### src/rtl/hash_job_ctrl.sv
`default_nettype none
// ============================================================================
// Module   : hash_job_ctrl
// Brief    : Walks a nonce range on one hashing core; stops on hit/end/abort.
// Revision : 1.0
// ============================================================================
module hash_job_ctrl #(
    parameter int NONCE_W = 32,
    parameter int CNT_W   = 32
) (
    input  logic               clk_i,
    input  logic               rst_ni,
    input  logic               start_i,
    input  logic               abort_i,
    input  logic               clr_status_i,
    input  logic [NONCE_W-1:0] nonce_start_i,
    input  logic [NONCE_W-1:0] nonce_end_i,
    input  logic               core_ready_i,
    output logic               core_start_o,
    output logic [NONCE_W-1:0] core_nonce_o,
    input  logic               core_done_i,
    input  logic               core_hit_i,
    output logic               busy_o,
    output logic               done_o,
    output logic               found_o,
    output logic               aborted_o,
    output logic [NONCE_W-1:0] found_nonce_o,
    output logic [NONCE_W-1:0] cur_nonce_o,
    output logic [CNT_W-1:0]   op_count_o,
    output logic               irq_o
);

    typedef enum logic [1:0] {
        S_IDLE  = 2'd0,
        S_ISSUE = 2'd1,
        S_WAIT  = 2'd2
    } state_t;

    localparam logic [CNT_W-1:0] c_CNT_MAX = '1;

    state_t               state_q, state_d;
    logic [NONCE_W-1:0]   cur_nonce_q, cur_nonce_d;
    logic [NONCE_W-1:0]   end_nonce_q, end_nonce_d;
    logic [NONCE_W-1:0]   found_nonce_q, found_nonce_d;
    logic [CNT_W-1:0]     op_count_q, op_count_d;
    logic                 done_q, done_d;
    logic                 found_q, found_d;
    logic                 aborted_q, aborted_d;
    logic                 irq_q, irq_d;

    always_ff @(posedge clk_i) begin
        if (!rst_ni) begin
            state_q       <= S_IDLE;
            cur_nonce_q   <= '0;
            end_nonce_q   <= '0;
            found_nonce_q <= '0;
            op_count_q    <= '0;
            done_q        <= 1'b0;
            found_q       <= 1'b0;
            aborted_q     <= 1'b0;
            irq_q         <= 1'b0;
        end else begin
            state_q       <= state_d;
            cur_nonce_q   <= cur_nonce_d;
            end_nonce_q   <= end_nonce_d;
            found_nonce_q <= found_nonce_d;
            op_count_q    <= op_count_d;
            done_q        <= done_d;
            found_q       <= found_d;
            aborted_q     <= aborted_d;
            irq_q         <= irq_d;
        end
    end

    always_comb begin
        state_d       = state_q;
        cur_nonce_d   = cur_nonce_q;
        end_nonce_d   = end_nonce_q;
        found_nonce_d = found_nonce_q;
        op_count_d    = op_count_q;
        done_d        = done_q;
        found_d       = found_q;
        aborted_d     = aborted_q;
        irq_d         = 1'b0;

        // Clear first so that a flag set by a same-cycle job end overrides it.
        if (clr_status_i) begin
            done_d    = 1'b0;
            found_d   = 1'b0;
            aborted_d = 1'b0;
        end

        case (state_q)
            S_IDLE: begin
                if (start_i && !abort_i) begin
                    state_d     = S_ISSUE;
                    cur_nonce_d = nonce_start_i;
                    end_nonce_d = nonce_end_i;
                    op_count_d  = '0;
                    done_d      = 1'b0;
                    found_d     = 1'b0;
                    aborted_d   = 1'b0;
                end
            end
            S_ISSUE: begin
                if (abort_i) begin
                    state_d   = S_IDLE;
                    done_d    = 1'b1;
                    aborted_d = 1'b1;
                    irq_d     = 1'b1;
                end else if (core_ready_i) begin
                    state_d = S_WAIT;
                end
            end
            S_WAIT: begin
                // Abort outranks a coincident completion: the result is discarded.
                if (abort_i) begin
                    state_d   = S_IDLE;
                    done_d    = 1'b1;
                    aborted_d = 1'b1;
                    irq_d     = 1'b1;
                end else if (core_done_i) begin
                    if (op_count_q != c_CNT_MAX) begin
                        op_count_d = op_count_q + CNT_W'(1);
                    end
                    if (core_hit_i) begin
                        state_d       = S_IDLE;
                        done_d        = 1'b1;
                        found_d       = 1'b1;
                        found_nonce_d = cur_nonce_q;
                        irq_d         = 1'b1;
                    end else if (cur_nonce_q == end_nonce_q) begin
                        state_d = S_IDLE;
                        done_d  = 1'b1;
                        irq_d   = 1'b1;
                    end else begin
                        state_d     = S_ISSUE;
                        cur_nonce_d = cur_nonce_q + NONCE_W'(1);
                    end
                end
            end
            default: begin
                state_d = S_IDLE;
            end
        endcase
    end

    assign core_start_o  = (state_q == S_ISSUE) && core_ready_i;
    assign core_nonce_o  = cur_nonce_q;
    assign busy_o        = (state_q != S_IDLE);
    assign done_o        = done_q;
    assign found_o       = found_q;
    assign aborted_o     = aborted_q;
    assign found_nonce_o = found_nonce_q;
    assign cur_nonce_o   = cur_nonce_q;
    assign op_count_o    = op_count_q;
    assign irq_o         = irq_q;

endmodule
`default_nettype wire

### config.mk
export PLATFORM = sky130hd
export DESIGN_NAME = hash_job_ctrl
export DESIGN_NICKNAME = d
export VERILOG_FILES = /design/src/rtl/hash_job_ctrl.sv
export SDC_FILE = /design/constraint.sdc
export NUM_CORES = 1
export LEC_CHECK = 0
export CAP_MARGIN = 20
export CORE_UTILIZATION = 35
export CTS_CLUSTER_SIZE = 28
export DETAILED_ROUTE_END_ITERATION = 7
export GPL_TIMING_DRIVEN = 0
export PLACE_DENSITY = 0.6
export SLEW_MARGIN = 40
export SYNTH_ARGS = -nofsm -noshare
export SYNTH_HDL_FRONTEND = slang
export SYNTH_SLANG_ARGS = --single-unit
### constraint.sdc
create_clock -name clk_i -period 2.5 [get_ports clk_i]
set_input_delay 0.625 -clock clk_i [delete_from_list [all_inputs] [get_ports clk_i]]
set_output_delay 0.625 -clock clk_i [all_outputs]
set_load 0.05 [all_outputs]
After elaboration in Yosys (flattened, before gate mapping)
Index checks and enable logic that the tools add are counted.
Storage, ports and cells
  word-level logic and storage cells: 79
  bits in registers: 134
  output and inout port bits: 134
  input port bits: 72
Operators by class
  muxes and demuxes: 43
  equal/unequal tests: 12
  reduce and logical (&&, ||, !) cells: 12
  add/sub/neg operators: 2
  bitwise operators: 1
Operators with widths (count)
  32-bit two-way mux: 9
  32-bit one-hot mux with 2 select lines: 2
  32-bit by 1-bit adder with 32-bit output (second input constant): 2
  32-bit == test: 1
  32-bit != test (second input constant): 1
  1-bit two-way mux: 22
  2-bit != test (second input constant): 6
  2-bit two-way mux: 5
  3-bit != test (second input constant): 2
  1-bit one-hot mux with 2 select lines: 3
  2-bit one-hot mux with 3 select lines: 1
  6-bit AND reduction: 1
  5-bit AND reduction: 1
  4-bit AND reduction: 1
  2-bit nonzero test: 2
  1-bit one-hot mux with 3 select lines: 1
  3-bit AND reduction: 1
  2-bit by 1-bit == test with 1-bit output (second input constant): 1
  2-bit == test (second input constant): 1
  1-bit logical AND: 2
  2-bit logical NOT: 1
  2-bit AND reduction: 1
  2-bit OR reduction: 1
  1-bit logical NOT: 1
  1-bit NOT: 1

Longest topological paths before layout
  depth in word-level cells: 6
  gate-level depth with buffers: 10
  gate-level depth less buffers: 8

Least setup slack after synthesis
Ideal clock, no wire load.
  path kind: register to register
  from: register cur_nonce_q[4], in the netlist core_nonce_o[4]
  to: register cur_nonce_q[0], in the netlist core_nonce_o[0]
  setup time: 0.119 ns
  data required time: 2.381 ns
  clock period less this slack: 2.528 ns
  data arrival time: 2.409 ns
  setup slack: -0.028 ns
  cell stages (with the launch flop): 9
  path buffers: 2
  cells stage by stage: dfxtp_1 > clkbuf_1 > xnor2_1 > nand4_1 > nor4_2 > a211oi_4 > or2_0 > buf_2 > o221a_2
On the way
  word-level cells in the longest chain between the ends: 3
Ends and longest elaborated chain
  from (decl): RTL line 42  | logic [NONCE_W-1:0] cur_nonce_q, cur_nonce_d;
  from (signal assigned): RTL line 64  | cur_nonce_q <= cur_nonce_d;
  32-bit == test: RTL line 132  | end else if (cur_nonce_q == end_nonce_q) begin
  2-bit != test (no line)
  6-bit AND reduction (no line)
No other way between the ends.
A chain may end at the register's enable or synchronous reset.

Worst setup path after layout
  from: register cur_nonce_q[16], in the netlist core_nonce_o[16]
  to: output port core_nonce_o[16]
RTL lines
  to (decl): RTL line 20  | output logic [NONCE_W-1:0] core_nonce_o,
No word-level cell between the ends.

==> impl_metrics.tcl <==
set metrics [dict create \
    status "finished, final reports clean" \
    worst-path-max-fanout 8 \
    r2r_cells 9 \
    dpl.hpwl_microns 18700 \
    die-area_sq_um 20300 \
    min_period_ns 2.46 \
    regToRegStartpoint "core_nonce_o[5]" \
    tightest_slew_ns 0.626 \
    first_pass_iters 5 \
    ys_types 70 \
    num_rows 50 \
    grt-ovfl-total 0 \
    cts-hold-fix-buffers 0 \
    areaGrowthSynthToFinish_pct 46.8 \
    leakagePower_uw 0.00383 \
    cts_made_buffers 17 \
    synth_compound_gate_area_share 0.175 \
    cts.path.max_buffers 2 \
    cp_num_cells 1 \
    arrival_ns 1.84 \
    netlist_instances 882 \
    wl_per_cell_microns 18.4 \
    tritoncts "done" \
    regToRegSetupSlack_ns 0.09 \
    synth_edf_count 0 \
    worstPathCellList "clkdlybuf4s50_1" \
    cpPeakStageDelay_ns 0.89 \
    dpl_cell_area_sq_um 9270 \
    cts.root.buffer_cell "clkbuf_16" \
    rsz0062_at_grt "yes" \
    fin_nets 1193 \
    place_inst 1345 \
    seq_area_frac_synth 0.389 \
    core-area_sq_um 19000 \
    drc 0 \
    syn-num-nets 960 \
    hold_viol_final 0 \
    clkSinkCount 134 \
    hp-class "reg -> reg" \
    cpLargestDelayFamily "buffers and inverters" \
    synthMuxAreaShare 0.00635 \
    crit_end "core_nonce_o[16]" \
    vias 7307 \
    synth_top_family_by_area "simple AND/OR/NAND/NOR gates" \
    fmax_mhz 406 \
    cts.htree.levels 4 \
    ys.warnings.count 0 \
    place_congestion 0.914 \
    synth_area_sq_um 6900 \
    grt_first_pass_wirelength_microns 37900 \
    drive_gt1_frac 0.125 \
    min_delay_path_depth 2 \
    grt_max_degree 17 \
    io_pins 206 \
    timing.final.max_slew_violations 0 \
    grtUsageTotal 0.248 \
    synth_xor_xnor_area_share 0.0698 \
    crit_slowest_cell "clkdlybuf4s50_1" \
    drtIter0Drc 509 \
    async_reset_ff_frac 0 \
    end_kind "primary output" \
    cp_data_required_time_ns 1.88 \
    yosys.area_share.adder 0.0109 \
    synth.ff_latch_count 134 \
    final_cells 1388 \
    fin_setup_tns_ns 0 \
    fin_crit_sh 0.985 \
    vdd_drop_max_uv 491 \
    design_area_sq_um 10100 \
    antenna_found_initial 0 \
    clkSlewWorstSetupHoldPaths_ns 0.06 \
    cap_violations 0 \
    ys.flop_type "dfxtp_1" \
    diodes 0 \
    synthSimpleGateAreaFrac 0.272 \
    clk_latency_ns 0.42 \
    final.setup_skew_ns 0.00984 \
    wl_microns 25600 \
    setup.worst_path.class "reg -> out" \
    grt_pass1_vias 6619 \
    crit_buf_inv 1 \
    setup_viol 0 \
    numPortBuffers 203 \
    start_util 0.363 \
    die_y_microns 142 \
    relSlewSlack 0.583 \
    r2r-end "core_nonce_o[0]" \
    cellPowerDensity_nw_per_um2 663 \
    crit_start "core_nonce_o[16]" \
    syn_area_per_cell_sq_um 7.82 \
    ant_nets 0 \
    dieWidth_microns 142 \
    viasPerCell 5.26 \
    start_kind "register" \
]
==> cells in the mapped netlist (5+ instances only) <==
cell type	instances	area, sq um
clkbuf_1	50	188
a22oi_1	6	45.0
or3_1	9	56.3
o22ai_1	5	31.3
buf_4	32	240
inv_1	13	48.8
a31oi_1	8	50.1
nand3_1	20	100
a21oi_1	89	445
nand4_1	25	156
a21o_1	5	37.5
nor3_1	17	85.1
nand2_1	182	683
a31o_2	6	52.6
nor2_1	55	206
nor2b_1	5	31.3
nor4_1	12	75.1
and3_1	14	87.6
nor4b_1	5	43.8
dfxtp_1	134	2680
xnor2_1	43	377
ha_1	6	75.1
buf_2	6	30.0
xor2_1	12	105
o21ai_0	26	130
and4_1	11	96.3
and2_1	8	50.1
==> power by group <==
part	internal (uW)	total [uW]	switching, uW
clock network	1750	2740	992
logic	590	1560	965
registers	2240	2420	179
==> cells by family (layout without fill, tap and decap cells) <==
family | Yosys count | count (layout)
multiplexers | 4 | 4
buffers and inverters | 106 | 352
AND/OR/NAND/NOR | 386 | 386
AO/OA/AOI/OAI | 191 | 191
XOR/XNOR | 55 | 55
adder cells (fa/ha/maj) | 6 | 6
flip-flops | 134 | 134
==> how the worst min path moves through the flow <==
stage | startpoint | endpoint | slack, ns
3_3_place_gp | found_nonce_o[4] | found_nonce_o[4] | 0.44
2_1_floorplan | end_nonce_q[0] | end_nonce_q[0] | 0.45
4_1_cts | found_nonce_o[1] | found_nonce_o[1] | 0.46
5_1_grt | found_nonce_o[30] | found_nonce_o[30] | 0.47
6_report | found_nonce_o[9] | found_nonce_o[9] | 0.45
3_5_place_dp | found_nonce_o[1] | found_nonce_o[1] | 0.45
==> cell type report <==
class / instances / area [sq um]
well taps: 260 / 325
plain buffers: 90 / 512
inverters: 15 / 56.3
repair buffers: 215 / 2120
clock buffers: 21 / 470
fillers: 1959 / 8880
multi-input cells: 642 / 3790
flip-flops and latches: 134 / 2700
clock inverters: 11 / 171
==> layer usage <==
layer  global-route usage  routed length (microns)
met1                0.347                    12000
met2                0.367                    11000
met3               0.0501                     1900
met4                0.102                      633
met5                    0                        0
==> through the flow <==
stage               utilization  worst slack (ns)  hold WS [ns]  power, uW
finish                    0.533            0.0369         0.454       6720
global route              0.533          -0.00585         0.471       6930
CTS                       0.528           0.00407         0.455       6710
detailed placement        0.487            -0.948         0.447       3970
global placement          0.487            -0.955         0.442       3970
floorplan                     -           0.00659         0.449       3370
==> cells in the final DEF, fill, tap and decap left out, types with 5 or more instances in the layout <==
master           instances
a21o_1                   5
a21oi_1                 89
a22oi_1                  6
a31o_2                   6
a31oi_1                  8
and2_1                   8
and3_1                  14
and4_1                  11
buf_4                   43
clkbuf_1                35
clkbuf_16               17
clkbuf_2                17
clkdlybuf4s50_1        164
dfxtp_1                124
dfxtp_2                 10
dlygate4sd2_1           31
dlymetal6s2s_1           8
inv_1                   13
nand2_1                180
nand3_1                 19
nand4_1                 25
nor2_1                  54
nor3_1                  13
nor4_1                   9
nor4b_1                  5
o21ai_0                 26
o22ai_1                  5
or3_1                    9
xnor2_1                 43
xor2_1                  12
==> registers in the layout, indices dropped and copies added (netlist names) <==
| signal | count |
|---|---|
| state_q | 2 |
| done_o | 1 |
| end_nonce_q | 32 |
| aborted_o | 1 |
| core_nonce_o | 32 |
| found_o | 1 |
| found_nonce_o | 32 |
| op_count_o | 32 |
| irq_o | 1 |
==> repair_timing <==
action | in CTS | in global routing
cloned | 0 | 1
pin swaps | 4 | 3
buffers inserted | 10 | 1
setup endpoints to repair | 130 | 99
resized for setup | 63 | 33
No activity file was read; power rests on OpenSTA's default activity.
